$ cat src/rtl/mult_div_pkg.sv
// Op encodings and FSM states shared by the multiply/divide unit.
// Latency: none (declarations only).
// Backpressure: not applicable.
package mult_div_pkg;
    typedef enum logic [1:0] {
        OP_MULT  = 2'b00,
        OP_MULTU = 2'b01,
        OP_DIV   = 2'b10,
        OP_DIVU  = 2'b11
    } op_e;

    typedef enum logic [1:0] {
        S_IDLE = 2'b00,
        S_CALC = 2'b01,
        S_DONE = 2'b10
    } state_e;
endpackage

$ cat src/rtl/mult_div_unit_sign_fix.sv
// Two's-complement negation of a HI/LO pair, either as one 2W value or per half.
// Latency: combinational.
// Backpressure: not applicable.
module mdu_sign_fix #(
    parameter int W = 32
) (
    input  logic [W-1:0] i_hi,
    input  logic [W-1:0] i_lo,
    input  logic         i_neg_pair,
    input  logic         i_neg_hi,
    input  logic         i_neg_lo,
    output logic [W-1:0] o_hi,
    output logic [W-1:0] o_lo
);
    logic [2*W-1:0] w_pair_neg;

    assign w_pair_neg = -{i_hi, i_lo};

    always_comb begin
        o_hi = i_neg_hi ? -i_hi : i_hi;
        o_lo = i_neg_lo ? -i_lo : i_lo;
        // Full-width negation wins: a signed product carries across the halves.
        if (i_neg_pair) begin
            {o_hi, o_lo} = w_pair_neg;
        end
    end
endmodule

$ cat src/rtl/mult_div_unit.sv
// Iterative MULT/MULTU/DIV/DIVU producing HI/LO, one bit per cycle.
// Latency: WIDTH+1 cycles from Start to Done; divide-by-zero finishes in 1.
// Backpressure: Start is only accepted in IDLE; Start while Busy or Done is dropped.
module mult_div_unit
    import mult_div_pkg::*;
#(
    parameter  int WIDTH = 32,
    localparam int CNT_W = $clog2(WIDTH + 1)
) (
    input  logic             i_clock,
    input  logic             i_reset_n,
    input  logic             i_start,
    input  logic [1:0]       i_op,
    input  logic [WIDTH-1:0] i_src_a,
    input  logic [WIDTH-1:0] i_src_b,
    output logic             o_busy,
    output logic             o_done,
    output logic             o_div_zero,
    output logic [WIDTH-1:0] o_hi_out,
    output logic [WIDTH-1:0] o_lo_out
);
    state_e             r_state, w_nstate;
    logic [CNT_W-1:0]   r_cnt;
    logic [2*WIDTH-1:0] r_acc;
    logic [WIDTH-1:0]   r_opnd;
    logic               r_is_div, r_neg_q, r_neg_r, r_div_zero;
    logic [WIDTH-1:0]   r_hi, r_lo;

    logic               w_is_div, w_signed, w_b_zero, w_last, w_qbit;
    logic [WIDTH-1:0]   w_a_mag, w_b_mag, w_fix_hi, w_fix_lo;
    logic [WIDTH:0]     w_mul_sum, w_div_rs, w_div_diff;
    logic [2*WIDTH-1:0] w_mul_next, w_div_next, w_acc_next;

    assign w_is_div = (i_op == OP_DIV) || (i_op == OP_DIVU);
    assign w_signed = (i_op == OP_MULT) || (i_op == OP_DIV);
    assign w_b_zero = (i_src_b == '0);
    assign w_last   = (r_cnt == CNT_W'(WIDTH - 1));

    mdu_sign_fix #(.W(WIDTH)) u_operand_fix (
        .i_hi       (i_src_a),
        .i_lo       (i_src_b),
        .i_neg_pair (1'b0),
        .i_neg_hi   (w_signed & i_src_a[WIDTH-1]),
        .i_neg_lo   (w_signed & i_src_b[WIDTH-1]),
        .o_hi       (w_a_mag),
        .o_lo       (w_b_mag)
    );

    // Multiply: acc = {partial, multiplier}; add multiplicand into the top, shift right.
    assign w_mul_sum  = {1'b0, r_acc[2*WIDTH-1:WIDTH]} + (r_acc[0] ? {1'b0, r_opnd} : '0);
    assign w_mul_next = {w_mul_sum, r_acc[WIDTH-1:1]};

    // Divide: acc = {remainder, dividend}; shift left, restore if the trial subtract borrows.
    assign w_div_rs   = r_acc[2*WIDTH-1:WIDTH-1];
    assign w_div_diff = w_div_rs - {1'b0, r_opnd};
    assign w_qbit     = ~w_div_diff[WIDTH];
    assign w_div_next = {(w_qbit ? w_div_diff[WIDTH-1:0] : w_div_rs[WIDTH-1:0]),
                         r_acc[WIDTH-2:0], w_qbit};
    assign w_acc_next = r_is_div ? w_div_next : w_mul_next;

    mdu_sign_fix #(.W(WIDTH)) u_result_fix (
        .i_hi       (w_acc_next[2*WIDTH-1:WIDTH]),
        .i_lo       (w_acc_next[WIDTH-1:0]),
        .i_neg_pair (~r_is_div & r_neg_q),
        .i_neg_hi   (r_is_div & r_neg_r),
        .i_neg_lo   (r_is_div & r_neg_q),
        .o_hi       (w_fix_hi),
        .o_lo       (w_fix_lo)
    );

    always_comb begin
        w_nstate = r_state;
        case (r_state)
            S_IDLE: if (i_start) w_nstate = (w_is_div && w_b_zero) ? S_DONE : S_CALC;
            S_CALC: if (w_last) w_nstate = S_DONE;
            S_DONE: w_nstate = S_IDLE;
            default: w_nstate = S_IDLE;
        endcase
    end

    always_ff @(posedge i_clock or negedge i_reset_n) begin
        if (!i_reset_n) begin
            r_state    <= S_IDLE;
            r_cnt      <= '0;
            r_acc      <= '0;
            r_opnd     <= '0;
            r_is_div   <= 1'b0;
            r_neg_q    <= 1'b0;
            r_neg_r    <= 1'b0;
            r_div_zero <= 1'b0;
            r_hi       <= '0;
            r_lo       <= '0;
        end else begin
            r_state <= w_nstate;
            if (r_state == S_IDLE && i_start) begin
                r_cnt    <= '0;
                r_is_div <= w_is_div;
                r_neg_q  <= w_signed & (i_src_a[WIDTH-1] ^ i_src_b[WIDTH-1]);
                r_neg_r  <= w_signed & i_src_a[WIDTH-1];
                r_opnd   <= w_is_div ? w_b_mag : w_a_mag;
                r_acc    <= {{WIDTH{1'b0}}, (w_is_div ? w_a_mag : w_b_mag)};
                if (w_is_div && w_b_zero) begin
                    r_div_zero <= 1'b1;
                    r_hi       <= '0;
                    r_lo       <= '0;
                end
            end else if (r_state == S_CALC) begin
                r_acc <= w_acc_next;
                r_cnt <= r_cnt + CNT_W'(1);
                if (w_last) begin
                    r_cnt      <= '0;
                    r_div_zero <= 1'b0;
                    r_hi       <= w_fix_hi;
                    r_lo       <= w_fix_lo;
                end
            end
        end
    end

    assign o_busy     = (r_state == S_CALC);
    assign o_done     = (r_state == S_DONE);
    assign o_div_zero = r_div_zero;
    assign o_hi_out   = r_hi;
    assign o_lo_out   = r_lo;
endmodule
$ cat config.mk
export PLATFORM = sky130hd
export DESIGN_NAME = mult_div_unit
export DESIGN_NICKNAME = d
export VERILOG_FILES = /design/src/rtl/mult_div_pkg.sv /design/src/rtl/mult_div_unit_sign_fix.sv /design/src/rtl/mult_div_unit.sv
export SDC_FILE = /design/constraint.sdc
export NUM_CORES = 1
export LEC_CHECK = 0
export ABC_AREA = 1
export CAP_MARGIN = 20
export CORE_MARGIN = 1.5
export CORE_UTILIZATION = 40
export DETAILED_ROUTE_END_ITERATION = 8
export GPL_TIMING_DRIVEN = 0
export PLACE_DENSITY = 0.66
export SETUP_SLACK_MARGIN = 0.02
export SLEW_MARGIN = 20
export SYNTH_ARGS = -nofsm -noshare
export SYNTH_HDL_FRONTEND = slang
export SYNTH_SLANG_ARGS = --single-unit
$ cat constraint.sdc
create_clock -name i_clock -period 5.22 [get_ports i_clock]
set_input_delay 1.044 -clock i_clock [delete_from_list [all_inputs] [get_ports i_clock]]
set_output_delay 1.044 -clock i_clock [all_outputs]
set_load 0.1 [all_outputs]
### After elaboration in Yosys (flattened, before gate mapping)

Index checks and enable logic that the tools add are counted.

| cells by class | value |
|---|---|
| add/subtract/negate cells | 8 |
| equality and inequality tests | 8 |
| multiplexer cells | 31 |
| bitwise gates (word level) | 9 |
| reductions and logical operators | 11 |

Operators with widths:

| operator | number |
|---|---|
| two-way mux 32 bit | 17 |
| two-way mux 64 bit | 3 |
| negation 32 bit | 4 |
| negation 64 bit | 1 |
| adder 32 x 32 -> 33 bit | 1 |
| subtractor 33 x 32 -> 33 bit | 1 |
| zero test 32 bit | 1 |
| two-way mux 6 bit | 3 |
| adder 6 x 1 -> 6 bit, second input constant | 1 |
| bitwise AND 1 bit | 6 |
| == test 2 bit, second input constant | 3 |
| == test 6 x 5 -> 1 bit, second input constant | 1 |
| two-way mux 2 bit | 3 |
| zero test 2 bit | 2 |
| two-way mux 1 bit | 4 |
| inequality test 2 bit, second input constant | 2 |
| one-hot mux 2 bit (2 select lines) | 1 |
| nonzero test 2 bit | 2 |
| AND reduction 3 bit | 1 |
| == test 2 x 1 -> 1 bit, second input constant | 1 |
| logical AND 1 bit | 2 |
| logical OR 1 bit | 2 |
| inequality test 2 x 1 -> 1 bit, second input constant | 1 |
| NOT 1 bit | 2 |
| 2 further kinds | 2 |

| word-level totals | value |
|---|---|
| register bits | 172 |
| output and inout bits | 67 |

### Longest topological paths before layout

| logic depth | value |
|---|---|
| word-level depth | 9 |
| depth in mapped cells | 35 |
| gate-level depth less buffers | 35 |

### By module

A second synthesis with hierarchy kept.

| unflattened totals | value |
|---|---|
| cell total of the unflattened synthesis | 3521 |
| area, all modules | 19824.0 um^2 |

By module, submodules not included:

| module | times used | cells an instance | area an instance (um^2) | sequential area each (um^2) |
|---|---|---|---|---|
| mult_div_unit | 1 | 2168 | 13726.9 | 4304.1 |
| mdu_sign_fix (u_result_fix) | 1 | 691 | 3124.2 | 0.0 |
| mdu_sign_fix (u_operand_fix) | 1 | 662 | 2972.9 | 0.0 |

### Worst setup path after synthesis

Ideal clock, no wire load.

| timing path | value |
|---|---|
| kind | register to register |
| start point | reg r_acc[31] |
| end point | reg r_hi[22] (netlist: o_hi_out[22]) |
| library setup time | 0.125 ns |
| arrival | 3.628 ns |
| setup slack | 1.467 ns |
| stages on the path, launching flop included | 34 |
| period minus slack after synthesis | 3.753 ns |
| cells stage by stage | dfrtp_1 > inv_1 > ha_1 > inv_1 > fa_1 > nand2_1 > nand2_1 > nand3_1 > nand2_2 > nand2_2 > nand2_4 > nand2_4 > nand3_2 > nand2_4 > nand2_1 > nand2_2 > ha_1 > inv_1 > nor2_1 > nand2_1 > nor2_2 > nand3b_1 > nor2_2 > nand3_2 > nor2_2 > nand3_2 > o21ai_4 > o21ai_2 > nor2_1 > nand2_2 > inv_1 > nand3_1 > nand2_1 > o21ai_1 |

| on the way | value |
|---|---|
| word-level cells in the longest chain between the ends | 9 |

Ends and longest elaborated chain:

| element | RTL line | RTL |
|---|---|---|
| from (decl) | mult_div_unit.sv:24 | `logic [2*WIDTH-1:0] r_acc;` |
| from (signal assigned) | mult_div_unit.sv:101 | `r_acc <= {{WIDTH{1'b0}}, (w_is_div ? w_a_mag : w_b_mag)};` |
| from (signal assigned) | mult_div_unit.sv:108 | `r_acc <= w_acc_next;` |
| subtractor 33 x 32 -> 33 bit | mult_div_unit.sv:55 | `assign w_div_diff = w_div_rs - {1'b0, r_opnd};` |
| two-way mux 32 bit | mult_div_unit.sv:57 | `assign w_div_next = {(w_qbit ? w_div_diff[WIDTH-1:0] : w_div_rs[WIDTH-1:0]),` |
| two-way mux 64 bit * | mult_div_unit.sv:59 | `assign w_acc_next = r_is_div ? w_div_next : w_mul_next;` |
| negation 32 bit | mult_div_unit_sign_fix.sv:20 | `o_hi = i_neg_hi ? -i_hi : i_hi;` |
| two-way mux 32 bit | mult_div_unit_sign_fix.sv:20 |  |
| two-way mux 32 bit * | mult_div_unit_sign_fix.sv:23 | `if (i_neg_pair) begin` |
| two-way mux 32 bit * | mult_div_unit.sv:110 | `if (w_last) begin` |
| two-way mux 32 bit * | mult_div_unit.sv:107 | `end else if (r_state == S_CALC) begin` |
| two-way mux 32 bit * | mult_div_unit.sv:95 | `if (r_state == S_IDLE && i_start) begin` |
| to (signal assigned) | mult_div_unit.sv:113 | `r_hi <= w_fix_hi;` |
| to (decl) | mult_div_unit.sv:27 | `logic [WIDTH-1:0] r_hi, r_lo;` |

Every way passes the cells marked *; elsewhere a longest branch is shown, timed or not. The select of a mux whose other input is x is not followed.
A chain may end at the register's enable or synchronous reset.

### Worst setup path after layout

| timing path | value |
|---|---|
| start point | reg r_acc[31] |
| end point | reg r_hi[28] (netlist: o_hi_out[28]) |

The elaborated chain is that of the path after synthesis.

==> flow_summary.json <==
{
  "status": "finished clean",
  "crit_path_end_kind": "register",
  "track_usage": 0.336,
  "avgViaCountPerCell": 5.47,
  "diodes": 0,
  "fin_crit_sh": 0.917,
  "ant_nets": 0,
  "fin_util": 0.469,
  "drt-pass1-iter-count": 8,
  "path_clk_slew_ns": 0.07,
  "reg2reg_depth": 32,
  "ff2ff_setup_slack_ns": 0.43,
  "route.met2.wl_mm": 33.8,
  "syn_to_final_growth_pct": 15.9,
  "wl_per_cell_um": 21.0,
  "synth_flop_cell": "dfrtp_1",
  "routed_wl_mm": 72.7,
  "die-width_um": 209,
  "min_path_cells": 2,
  "fin_crit_ns": 4.79,
  "synth.avg_cell_area_um2": 6.16,
  "dp_hpwl_mm": 60.7,
  "rows": 75,
  "hold_class": "register to register",
  "fill_cells": 4537,
  "io_buffer_count": 135,
  "die_h_um": 209,
  "cp_top_family": "simple AND/OR/NAND/NOR gates",
  "cp_max_fo": 9,
  "r2r_start": "r_acc[31]",
  "cts_tree": "done",
  "cts_buffers": 17,
  "drtIter0Drc": 1769,
  "drc": 0,
  "crit_end": "o_hi_out[28]",
  "cp_slowest_stage_delay_ns": 0.41,
  "dr_total_vias": 18946,
  "grt_pass1_vias": 18729,
  "core_area_mm2": 0.0419,
  "dieArea_mm2": 0.0436,
  "wl_met3_mm": 4.35,
  "synth_fp_nets": 2893,
  "clock-sinks": 172,
  "cts-root-buf": "clkbuf_16",
  "slew_violations": 0,
  "cts_buffer_depth": 2,
  "cp_data_arrival_time_ns": 5.13,
  "crit_start": "r_acc[31]",
  "setup_violations": 0,
  "place.gp.congestion": 1.07,
  "cp_num_cells": 32,
  "ys_ff_latch": 172,
  "final_common_cell": "nand2_1",
  "drive_gt1_frac": 0.0609,
  "mostFrequentLayoutCells": "nand2_1 (880), inv_1 (400), nor2_1 (234)",
  "drt-met1-wl_mm": 30.1,
  "top_layer": "met4",
  "grt_pass1_wl_mm": 110,
  "seq_area_frac_synth": 0.254,
  "syn_area_mm2": 0.0170,
  "overflow": 0,
  "synth_cell_type_count": 54,
  "grt_max_degree": 93,
  "required_ns": 5.56,
  "finalHoldViolations": 0,
  "clkLatencyLatePin_ns": 0.46,
  "start_util": 0.405,
  "pin_count": 136,
  "slowest_stage": "fa_1",
  "yosys_warnings": 0,
  "cap_violations": 0,
  "synthCells": 2753,
  "rsz0062_at_grt": "false",
  "worst_slew_pin_slew_ns": 1.05,
  "max_slew_margin": 0.295,
  "htreeDepth": 4,
  "synthArstFlopShare": 1.00,
  "crit_type": "register to register",
  "final_nets": 3051,
  "crit_top_cell": "nand2_1",
  "reg2reg_to": "o_hi_out[28]",
  "synth-edff-count": 0,
  "timing.fmax_ghz": 0.209,
  "finClkSkew_ns": 0.0129,
  "critPathBufInv": 4,
  "start_kind": "register",
  "holdBufCountCts": 0,
  "antenna_found_initial": 0
}
-- worst min-delay path by stage --
stage | start | to | slack (ns)
detailed placement | r_acc[31] | r_acc[31] | 0.47
global placement | o_lo_out[28] | o_lo_out[28] | 0.46
CTS | r_acc[31] | r_acc[31] | 0.48
finish | o_hi_out[30] | o_hi_out[30] | 0.48
floorplan | r_acc[31] | r_acc[31] | 0.45
global route | r_acc[31] | r_acc[31] | 0.50
-- final cells by class --
class                           instances  area [um2]  share of cell area
Timing Repair Buffer                  139        1430              0.0726
Tap cell                              539         674              0.0343
Multi-Input combinational cell       2082       10700               0.543
Inverter                              415        1560              0.0793
Clock buffer                           19         453              0.0231
Buffer                                 84         430              0.0219
Clock inverter                         11         135             0.00688
Sequential cell                       172        4300               0.219
-- Yosys cell counts (all sizes together) (6+ instances only) --
cell | number | area (um2)
o211ai | 16 | 120
o21a | 6 | 47.6
xnor2 | 32 | 280
clkinv | 8 | 30.0
o22ai | 27 | 169
nor3 | 37 | 200
clkbuf | 49 | 184
a22oi | 19 | 143
nand2 | 916 | 3550
a32o | 9 | 90.1
a21o | 9 | 67.6
dfrtp | 172 | 4300
o31ai | 6 | 45.0
a21oi | 113 | 592
a31oi | 6 | 37.5
buf | 35 | 246
nand3 | 185 | 981
nand4 | 34 | 213
inv | 407 | 1530
o21bai | 14 | 105
xor2 | 53 | 464
o221ai | 18 | 158
nand3b | 21 | 170
nor4 | 6 | 43.8
o21ai | 194 | 1000
ha | 69 | 863
nor2 | 264 | 1100
or2 | 14 | 87.6
-- repair_timing --
action | CTS | global route
resized for setup | 0 | 2
endpoints found under the setup margin | 0 | 4
setup buffers | 0 | 2
-- metal layers --
layer,vias to the layer above,GRT usage
met1,8841,0.413
met3,205,0.0502
met2,748,0.563
li1,9152,-
met4,0,0.186
met5,-,0
-- worst min-delay path: stages (launching register included) --
cell and delay, ns:
dfrtp_1 0.35, nand2_1 0.05, nand2_1 0.05
-- cells by family after synthesis --
logic type                 synth area share
and+or+nand+nor                       0.377
AOI/OAI and AO/OA                     0.155
xor gates and xnor gates             0.0439
DFF                                   0.254
adders and majority gates            0.0533
buffers and inverters                 0.117
-- sequential cells by signal, summed over array words and instances, names as in the netlist --
| register | count |
|---|---|
| o_div_zero | 1 |
| r_neg_r | 1 |
| r_is_div | 1 |
| o_lo_out | 32 |
| r_acc | 64 |
| r_state | 2 |
| r_opnd | 32 |
| o_hi_out | 32 |
| r_cnt | 6 |
| r_neg_q | 1 |
-- through the flow --
stage | cell area [um2] | setup WS [ns] | setup TNS (ns) | hold WS [ns] | std cells
detailed placement | 19000 | 0.455 | 0 | 0.465 | 3429
global placement | 19000 | -4.35 | -742.63 | 0.464 | 3427
global route | 19600 | 0.0259 | 0 | 0.503 | 3461
floorplan | 17000 | 1.47 | 0 | 0.449 | 2753
CTS | 19600 | 0.440 | 0 | 0.484 | 3459
finish | 19600 | 0.432 | 0 | 0.480 | 3461
Power is not shown: default switching activity piles up to over one toggle a cycle in this logic, so the estimate is an artifact.
